$ cat src/rtl/wbs_patch_loader.sv
// Wishbone master that streams query patches into the query-patch memory,
// writing each patch as a lower and an upper 32-bit beat.
module wbs_patch_loader #(
    parameter int          DATA_WIDTH     = 11,
    parameter int          PATCH_SIZE     = 5,
    parameter int          ROW_SIZE       = 24,
    parameter int          COL_SIZE       = 17,
    parameter int          NUM_QUERYS     = ROW_SIZE * COL_SIZE,
    parameter logic [31:0] BASE_ADDR      = 32'h3100_0000,
    parameter int          TIMEOUT_CYCLES = 255,
    localparam int         AW             = $clog2(NUM_QUERYS),
    localparam int         CW             = $clog2(NUM_QUERYS) + 1,
    localparam int         PW             = PATCH_SIZE * DATA_WIDTH
) (
    input  logic          clk,
    input  logic          rst_n,
    input  logic          start,
    input  logic [AW-1:0] start_addr,
    input  logic [CW-1:0] num_patches,
    input  logic          patch_valid,
    input  logic [PW-1:0] patch_data,
    output logic          patch_ready,
    output logic          wbm_cyc_o,
    output logic          wbm_stb_o,
    output logic          wbm_we_o,
    output logic [3:0]    wbm_sel_o,
    output logic [31:0]   wbm_adr_o,
    output logic [31:0]   wbm_dat_o,
    input  logic          wbm_ack_i,
    output logic          busy,
    output logic          done,
    output logic          error,
    output logic [CW-1:0] patches_written
);

    localparam int TW = $clog2(TIMEOUT_CYCLES + 1);

    typedef enum logic [2:0] {
        IDLE, WAIT_PATCH, WR_LO, GAP, WR_HI, FINISH
    } state_t;

    state_t        state_q, state_d;
    logic [AW-1:0] cur_addr_q, cur_addr_d;
    logic [CW-1:0] remaining_q, remaining_d;
    logic [PW-1:0] patch_q, patch_d;
    logic [TW-1:0] beat_cnt_q, beat_cnt_d;
    logic          error_q, error_d;
    logic [CW-1:0] written_q, written_d;

    logic          in_beat;
    logic          hi_beat;
    logic [63:0]   patch_ext;
    logic [31:0]   word_adr;

    always_ff @(posedge clk) begin
        if (!rst_n) begin
            state_q     <= IDLE;
            cur_addr_q  <= '0;
            remaining_q <= '0;
            patch_q     <= '0;
            beat_cnt_q  <= '0;
            error_q     <= 1'b0;
            written_q   <= '0;
        end else begin
            state_q     <= state_d;
            cur_addr_q  <= cur_addr_d;
            remaining_q <= remaining_d;
            patch_q     <= patch_d;
            beat_cnt_q  <= beat_cnt_d;
            error_q     <= error_d;
            written_q   <= written_d;
        end
    end

    always_comb begin
        state_d     = state_q;
        cur_addr_d  = cur_addr_q;
        remaining_d = remaining_q;
        patch_d     = patch_q;
        beat_cnt_d  = '0;
        error_d     = error_q;
        written_d   = written_q;
        case (state_q)
            IDLE: begin
                if (start) begin
                    cur_addr_d  = start_addr;
                    remaining_d = num_patches;
                    error_d     = 1'b0;
                    written_d   = '0;
                    state_d     = (num_patches == '0) ? FINISH : WAIT_PATCH;
                end
            end
            WAIT_PATCH: begin
                if (patch_valid) begin
                    patch_d = patch_data;
                    state_d = WR_LO;
                end
            end
            WR_LO, WR_HI: begin
                if (wbm_ack_i) begin
                    if (state_q == WR_LO) begin
                        state_d = GAP;
                    end else begin
                        written_d   = written_q + CW'(1);
                        remaining_d = remaining_q - CW'(1);
                        cur_addr_d  = (cur_addr_q == AW'(NUM_QUERYS - 1)) ? '0
                                                                          : cur_addr_q + AW'(1);
                        state_d     = (remaining_q > CW'(1)) ? WAIT_PATCH : FINISH;
                    end
                end else if (beat_cnt_q == TW'(TIMEOUT_CYCLES - 1)) begin
                    // Slave stalled: abandon the load, keep the completed count.
                    error_d = 1'b1;
                    state_d = FINISH;
                end else begin
                    beat_cnt_d = beat_cnt_q + TW'(1);
                end
            end
            GAP:     state_d = WR_HI;
            FINISH:  state_d = IDLE;
            default: state_d = IDLE;
        endcase
    end

    assign in_beat   = (state_q == WR_LO) || (state_q == WR_HI);
    assign hi_beat   = (state_q == WR_HI);
    assign patch_ext = {{(64-PW){1'b0}}, patch_q};
    assign word_adr  = BASE_ADDR + ({{(32-AW){1'b0}}, cur_addr_q} << 1) + {31'b0, hi_beat};

    assign patch_ready     = (state_q == WAIT_PATCH);
    assign wbm_cyc_o       = in_beat || (state_q == GAP);
    assign wbm_stb_o       = in_beat;
    assign wbm_we_o        = in_beat;
    assign wbm_sel_o       = in_beat ? 4'hF : 4'h0;
    assign wbm_adr_o       = in_beat ? word_adr : 32'h0;
    assign wbm_dat_o       = !in_beat ? 32'h0 : (hi_beat ? patch_ext[63:32] : patch_ext[31:0]);
    assign busy            = (state_q != IDLE) && (state_q != FINISH);
    assign done            = (state_q == FINISH);
    assign error           = error_q;
    assign patches_written = written_q;

endmodule

$ cat config.mk
export PLATFORM = sky130hd
export DESIGN_NAME = wbs_patch_loader
export DESIGN_NICKNAME = d
export VERILOG_FILES = /design/src/rtl/wbs_patch_loader.sv
export SDC_FILE = /design/constraint.sdc
export NUM_CORES = 1
export LEC_CHECK = 0
export ABC_AREA = 1
export CAP_MARGIN = 25
export CORE_MARGIN = 2
export CORE_UTILIZATION = 45
export CTS_CLUSTER_SIZE = 14
export DETAILED_ROUTE_END_ITERATION = 10
export PLACE_DENSITY = 0.81
export SLEW_MARGIN = 15
export SYNTH_ARGS = -nofsm -noshare
export SYNTH_HDL_FRONTEND = slang
export SYNTH_SLANG_ARGS = --single-unit
$ cat constraint.sdc
create_clock -name clk -period 1.6 [get_ports clk]
set_input_delay 0.24 -clock clk [delete_from_list [all_inputs] [get_ports clk]]
set_output_delay 0.24 -clock clk [all_outputs]
set_load 0.01 [all_outputs]
==> reports/results.env <==
MAX_SLEW_MARGIN_PCT=55.9
R2R_START='state_q[1]'
CP.REQUIRED_NS=1.36
SETUP.WORST_PATH.START_CLASS='flip-flop'
WORSTPATHMAXFANOUT=10
FLOORPLAN.DIE_AREA_UM2=12000
CRIT_PATH_END_KIND='output pin'
CRITPATHCAPTURE='wbm_dat_o[21]'
DR.FIRST_ITER.DRC_COUNT=307
FINALCRITICALPERIOD_NS=1.81
NUMCTSBUFFERS=9
FINALWEIGHTEDCONGESTION=0.909
WIRELENGTH_UM=16100
CLKSINKCOUNT=96
CORE-AREA_UM2=10800
CLOCK_ROOT_BUFFER='sky130_fd_sc_hd__clkbuf_8'
R2R_END='cur_addr_q[5]'
GLOBALROUTEMET3UTIL_PCT=7.11
GRT_PASS1_WL_UM=23100
FINALINSTANCEAREA_UM2=7580
CLKSLEWWORSTSETUPHOLDPATHS_NS=0.10
GRT_OVERFLOW=0
NETS=1025
DIE-WIDTH_UM=109
WORST_EP_ARRIVAL_TIME_NS=1.57
POST-ROUTE-UTIL_PCT=70.0
RSZ0062_AT_GRT='yes'
RANKING_OF_SYNTHESIZED_CELLS_BY_AREA='sky130_fd_sc_hd__dfxtp_1 38%, sky130_fd_sc_hd__nor2_1 13%, sky130_fd_sc_hd__nand2_1 11%'
P_LEAK_uW=0.00313
POST_ROUTE_CELLS_DRIVE_ABOVE_1_SHARE_PCT=26.9
LAYOUT_WORST_PATH_CYCLE_SHARE_PCT=113
GR-MAX-USAGE-LAYER='met2'
FLOORPLAN.DIE.HEIGHT_UM=109
SYNTH_CELL_TYPES=31
FINISH.CELL_COUNT_WITHOUT_FILLERS=1085
REMAINING_DRC_ERRORS=0
FLOORPLAN.INITIALDENSITY_PCT=46.1
POSTPLACECELLAREA_UM2=6680
SYNTH_TOP_AREA_SHARE_PCT=38.5
GRT_START_MAX_NET_PINS=57
CP-STARTPOINT='state_q[0]'
FMAX_GHz=0.553
FINALMAXSLEWVIOLATIONS=0
REG2REG_DEPTH=11
MET1_USAGE_PCT=30.4
DRTANTENNAVIOLNETS=0
SETUP-VIOLATIONS-FINAL=65
CLOCK-SKEW-FINAL_NS=0.0134
DETAIL_ROUTE.WL_PER_CELL_UM=14.8
PLACEMENT.IO_BUFFERS=144
DETAIL_ROUTE.VIAS_PER_CELL=5.25
IO-PIN-COUNT=164
RESULT_OF_THE_RUN='finished with violations'
GLOBAL_ROUTE.USAGE.MET2_PCT=40.3
NFILLCELLS=884
ANTENNA_CELLS_INSERTED=0
LAYOUT_SETUP_WS_NS=-0.209
MAX_CAP_VIOLS=0
ROWS=38
POST_SYNTH_INSTANCE_AREA_UM2=4990
GRTUSAGETOTAL_PCT=24.4
YOSYS_WARNINGS=0
LAYOUT_AREA_GROWTH_OVER_SYNTHESIS_PCT=51.8
MIN_PATH_TYPE='in -> reg'
YOSYSSEQAREASHARE_PCT=38.5
SETUP_TNS_NS=-7.68
SETUP.WORST_PATH.CLASS='reg -> out'
REGTOREGSETUPSLACK_NS=-0.09
H_TREE_LEVELS=3
INITIAL_ANTENNA_VIOLATION_COUNT=0
AREAL_POWER_DENSITY_OVER_THE_CELLS_nW_PER_UM2=1740
VIA_COUNT_OF_THE_FIRST_GLOBAL_ROUTING_PASS=4961
SLEW_OF_THE_PIN_WITH_THE_LOWEST_SLEW_MARGIN_NS=0.661
MAX-CLOCK-PATH-BUFFERS=2
DETAILROUTE.VIA_COUNT=5701
IRDROPWORSTVDD_V=0.000926
POST_SYNTH.CELL_AREA_AVG_UM2=6.55
POSTCTSHOLDBUFS=0
FINALHOLDVIOLCOUNT=0
WORST_HOLD_MARGIN_NS=0.201
SYNTHESIS.INSTANCES=763
DRTPASS1ITERATIONS=5
CLOCK_LATENCY_NS=0.38
FAILING_CHECKS='setup timing'
YS_FF_LATCH=96
POST-DP-HPWL_UM=9550
CTS_TREE='built'
DPL_CELLS=1040
SYNTH_LARGEST_AREA_CELL='sky130_fd_sc_hd__dfxtp_1'
## placed cells by master (no fill, tap or decap), types with 8 or more instances in the layout
cell / synthesis / layout
sky130_fd_sc_hd__nor2_2: 1 / 18
sky130_fd_sc_hd__o21ai_1: 5 / 32
sky130_fd_sc_hd__nand2_2: 2 / 9
sky130_fd_sc_hd__nand3_1: 37 / 28
sky130_fd_sc_hd__o21ai_0: 76 / 39
sky130_fd_sc_hd__dfxtp_1: 96 / 85
sky130_fd_sc_hd__clkbuf_8: 0 / 9
sky130_fd_sc_hd__buf_4: 29 / 30
sky130_fd_sc_hd__nand2_1: 149 / 134
sky130_fd_sc_hd__o21ai_2: 0 / 10
sky130_fd_sc_hd__buf_6: 3 / 20
sky130_fd_sc_hd__nand3_2: 1 / 8
sky130_fd_sc_hd__clkdlybuf4s50_1: 0 / 87
sky130_fd_sc_hd__buf_2: 18 / 49
sky130_fd_sc_hd__a21oi_1: 65 / 30
sky130_fd_sc_hd__nand4_1: 10 / 10
sky130_fd_sc_hd__buf_12: 0 / 12
sky130_fd_sc_hd__conb_1: 1 / 19
sky130_fd_sc_hd__inv_1: 55 / 52
sky130_fd_sc_hd__dfxtp_2: 0 / 9
sky130_fd_sc_hd__nor2_1: 170 / 152
sky130_fd_sc_hd__a21oi_2: 0 / 35
## synthesized netlist by cell type, drive strengths merged
cell / count
ha: 6
nand2: 152
nor2: 171
or2: 3
conb: 1
dfxtp: 96
o21ai: 81
o21a: 1
nor3: 5
xnor2: 3
nand4: 11
clkbuf: 13
o21bai: 1
nand3: 38
xor2: 3
o211ai: 3
buf: 51
inv: 58
a21oi: 66
## flip-flops by register name (all words and copies together) (netlist names)
signal and cells:
patches_written 10, beat_cnt_q 8, remaining_q 10, patch_q 55, state_q 3, error 1
cur_addr_q 9
## through the flow
step	total power, uW	setup slack (ns)
after CTS	11200	-0.272
after global placement	8890	-0.256
after floorplan	6730	0.0722
final	13200	-0.209
after global routing	14000	-0.295
after detailed placement	8960	-0.318
## kinds of logic after synthesis
family	after synthesis	synth area share (%)
compound gates	152	15.7
xor+xnor	6	1.05
fa+ha+maj	6	1.50
buf+inv	122	12.3
flops	96	38.5
other cells	1	0.0751
simple gates	380	30.9
## worst max-delay path, stage by stage, from the launching register on
cell                      delay (ns)
sky130_fd_sc_hd__dfxtp_4        0.37
sky130_fd_sc_hd__inv_4          0.08
sky130_fd_sc_hd__nand2_4        0.06
sky130_fd_sc_hd__nor2_4         0.14
sky130_fd_sc_hd__buf_6          0.18
sky130_fd_sc_hd__nand2_2        0.07
sky130_fd_sc_hd__a21oi_2        0.14
sky130_fd_sc_hd__buf_2          0.15
## power by group
part | switching [uW] | internal (uW)
sequential | 410 | 2920
combinational | 4340 | 3760
clock | 873 | 892
total | 5630 | 7570
## per-layer routing
layer,vias to the layer above,wire length [um],part of all wire [%]
li1,2760,-,-
met1,2617,6150,38
met2,273,7890,49
met3,51,1430,8.9
met4,0,608,3.8
met5,-,0,0
## worst min path at each step
| stage | endpoint | cells past startpoint | from | slack [ns] |
|---|---|---|---|---|
| 6_report | remaining_q[1] | 3 | rst_n | 0.20 |
| 5_1_grt | state_q[1] | 3 | rst_n | 0.22 |
| 4_1_cts | state_q[1] | 3 | rst_n | 0.18 |
| 3_5_place_dp | patch_q[24] | 2 | patch_q[24] | 0.45 |
| 3_3_place_gp | patch_q[27] | 2 | patch_q[27] | 0.44 |
| 2_1_floorplan | patch_q[3] | 2 | patch_data[3] | 0.39 |
## area by class of cell
type | count | area (um2) | share of cell area (%)
multi-input cells | 563 | 2920 | 38.5
repair buffers | 212 | 2100 | 27.7
flip-flops and latches | 96 | 1940 | 25.6
inverters | 58 | 235 | 3.10
well taps | 140 | 175 | 2.31
clock buffers | 12 | 135 | 1.78
clock inverters | 4 | 77.6 | 1.02
## what timing repair did
item                                   4_1_cts  5_1_grt
setup endpoints to repair                   81      113
buffers inserted                             7       12
pin swaps                                    5       24
endpoints found under the hold margin        0        0
gates resized for setup                    268      154
gates cloned                                 2       10
(Power assumes the default switching activity.)
==> variant, RTL diff (config.mk and constraints unchanged) <==
Re-encode `state_t` (6 states) as Gray code, 3 bits wide.
--- a/src/rtl/wbs_patch_loader.sv
+++ b/src/rtl/wbs_patch_loader.sv
@@ -36,7 +36,7 @@
     localparam int TW = $clog2(TIMEOUT_CYCLES + 1);
 
     typedef enum logic [2:0] {
-        IDLE, WAIT_PATCH, WR_LO, GAP, WR_HI, FINISH
+        IDLE = 3'b000, WAIT_PATCH = 3'b001, WR_LO = 3'b011, GAP = 3'b010, WR_HI = 3'b110, FINISH = 3'b111
     } state_t;
 
     state_t        state_q, state_d;
Check against the original RTL: same outputs for any inputs over 4 cycles, from zero or initial values and one cycle with rst_n low; so few cycles prove little.
==> variant against the original RTL <==
- the run still ends with negative setup slack left
- wire length rose by 23%
- worst setup slack got worse by 110 ps
- sequential share of layout area fell by 2.1 points
- via count rose by 5.8%
- design area rose by 9.1%
- sequential cell count did not move
- area after synthesis rose by 0.28%
- power fell by 14%
==> variant: results <==
set metrics [dict create \
    outcome "finished with violations" \
    violations "negative setup slack" \
    grt_pass1_vias 5395 \
    cpPeakStageDelay_ps 400 \
    ff2ff_path_depth 12 \
    dp_cells 999 \
    r2r_start "state_q[0]$_SDFFE_PN0P_" \
    track_usage_pct 27.6 \
    ys_top_cells_by_count "a21oi_1 (116), nand2_1 (109), dfxtp_1 (96)" \
    place.gp.congestion 0.857 \
    drtIter0Drc 629 \
    grtUsageMet3_pct 5.04 \
    vdd_drop_max_mv 0.801 \
    clock_skew_ps 19.7 \
    netlist_instances 728 \
    cp_data_arrival_time_ps 2210 \
    setup_viol 88 \
    yosysSeqAreaShare_pct 38.4 \
    grt_use_met1_pct 35.1 \
    fin_hold_ws_ps 421 \
    grt_max_degree 45 \
    synth_most_common_cell "a21oi_1" \
    min_delay_worst_endpoint "patch_q[38]$_SDFFE_PN0P_" \
    r2r_end "patches_written[2]$_SDFFE_PN0P_" \
    p_leak_uw 0.00319 \
    min-delay-start "patch_data[38]" \
    dp_slack_ps -347 \
    timing.final.ws_setup_ps -322 \
]
variant: cell types whose count changed in the layout (fill, tap and decap cells not counted), moves of 17 or more:
| cell | before | now |
|---|---|---|
| o21ai_2 | 10 | 34 |
| inv_1 | 52 | 71 |
| nand2_1 | 134 | 93 |
| o21ai_0 | 39 | 14 |
| a21oi_1 | 30 | 69 |
| nor2_1 | 152 | 45 |
| buf_6 | 20 | 37 |
| nand3_1 | 28 | 49 |
variant: per-layer routing:
| layer | vias to the layer above | part of all wire, % |
|---|---|---|
| li1 | 2738 | - |
| met1 | 2858 | 39 |
| met2 | 351 | 49 |
| met3 | 82 | 7.2 |
| met4 | 0 | 4.6 |
| met5 | - | 0 |
variant: layout make-up:
cell class              instances  area (um^2)
flip-flops and latches         96         1950
repair buffers                223         2330
multi-input cells             504         3220
well taps                     140          175
inverters                      78          330
clock buffers                   9          124
repair inverters                3         43.8
fillers                       702         2570
clock inverters                 7         97.6
variant: worst max-delay path, delay by kind of cell, from the launching register on:
kind | cells | cell delay (ps)
AO/OA/AOI/OAI | 1 | 150
buffers and inverters | 5 | 660
flip-flops | 1 | 400
AND/OR/NAND/NOR | 6 | 600
variant: kinds of logic (layout without fill, tap and decap cells):
logic type,count (synthesis),in the layout,share of synthesized area (%)
XOR/XNOR,6,6,1.05
multiplexers,1,1,0.200
AO/OA/AOI/OAI,203,203,20.7
buffers and inverters,147,320,14.2
adder cells (fa/ha/maj),6,6,1.50
flip-flops,96,96,38.4
AND/OR/NAND/NOR,268,269,23.9
other,1,19,0.0749
variant: worst max-delay path by stage:
| stage | from | endpoint | slack [ps] |
|---|---|---|---|
| floorplan | state_q[0]$_SDFFE_PN0P_ | wbm_dat_o[16] | 10 |
| global placement | state_q[1]$_SDFFE_PN0P_ | wbm_dat_o[1] | -310 |
| detailed placement | state_q[1]$_SDFFE_PN0P_ | wbm_dat_o[1] | -350 |
| CTS | state_q[0]$_SDFFE_PN0P_ | wbm_dat_o[0] | -220 |
| global route | state_q[0]$_SDFFE_PN0P_ | patches_written[2]$_SDFFE_PN0P_ | -360 |
| finish | state_q[0]$_SDFFE_PN0P_ | patches_written[2]$_SDFFE_PN0P_ | -320 |
variant: power by group:
part / total, uW / internal [uW] / switching, uW
logic: 6190 / 2590 / 3600
registers: 3310 / 2930 / 377
clock network: 1810 / 778 / 1030
variant: per-stage QoR:
stage,util (%),TNS (ps)
3_3_place_gp,61.1,-12610
6_report,76.3,-15290
4_1_cts,71.2,-8950
2_1_floorplan,-,0
3_5_place_dp,61.1,-15980
5_1_grt,76.3,-19000
variant: timing repair:
action,4_1_cts,5_1_grt
gates resized for setup,417,145
endpoints found under the setup margin,96,142
setup buffers,28,7
gates cloned,12,4
hold endpoints to repair,0,0
pin swaps,40,35
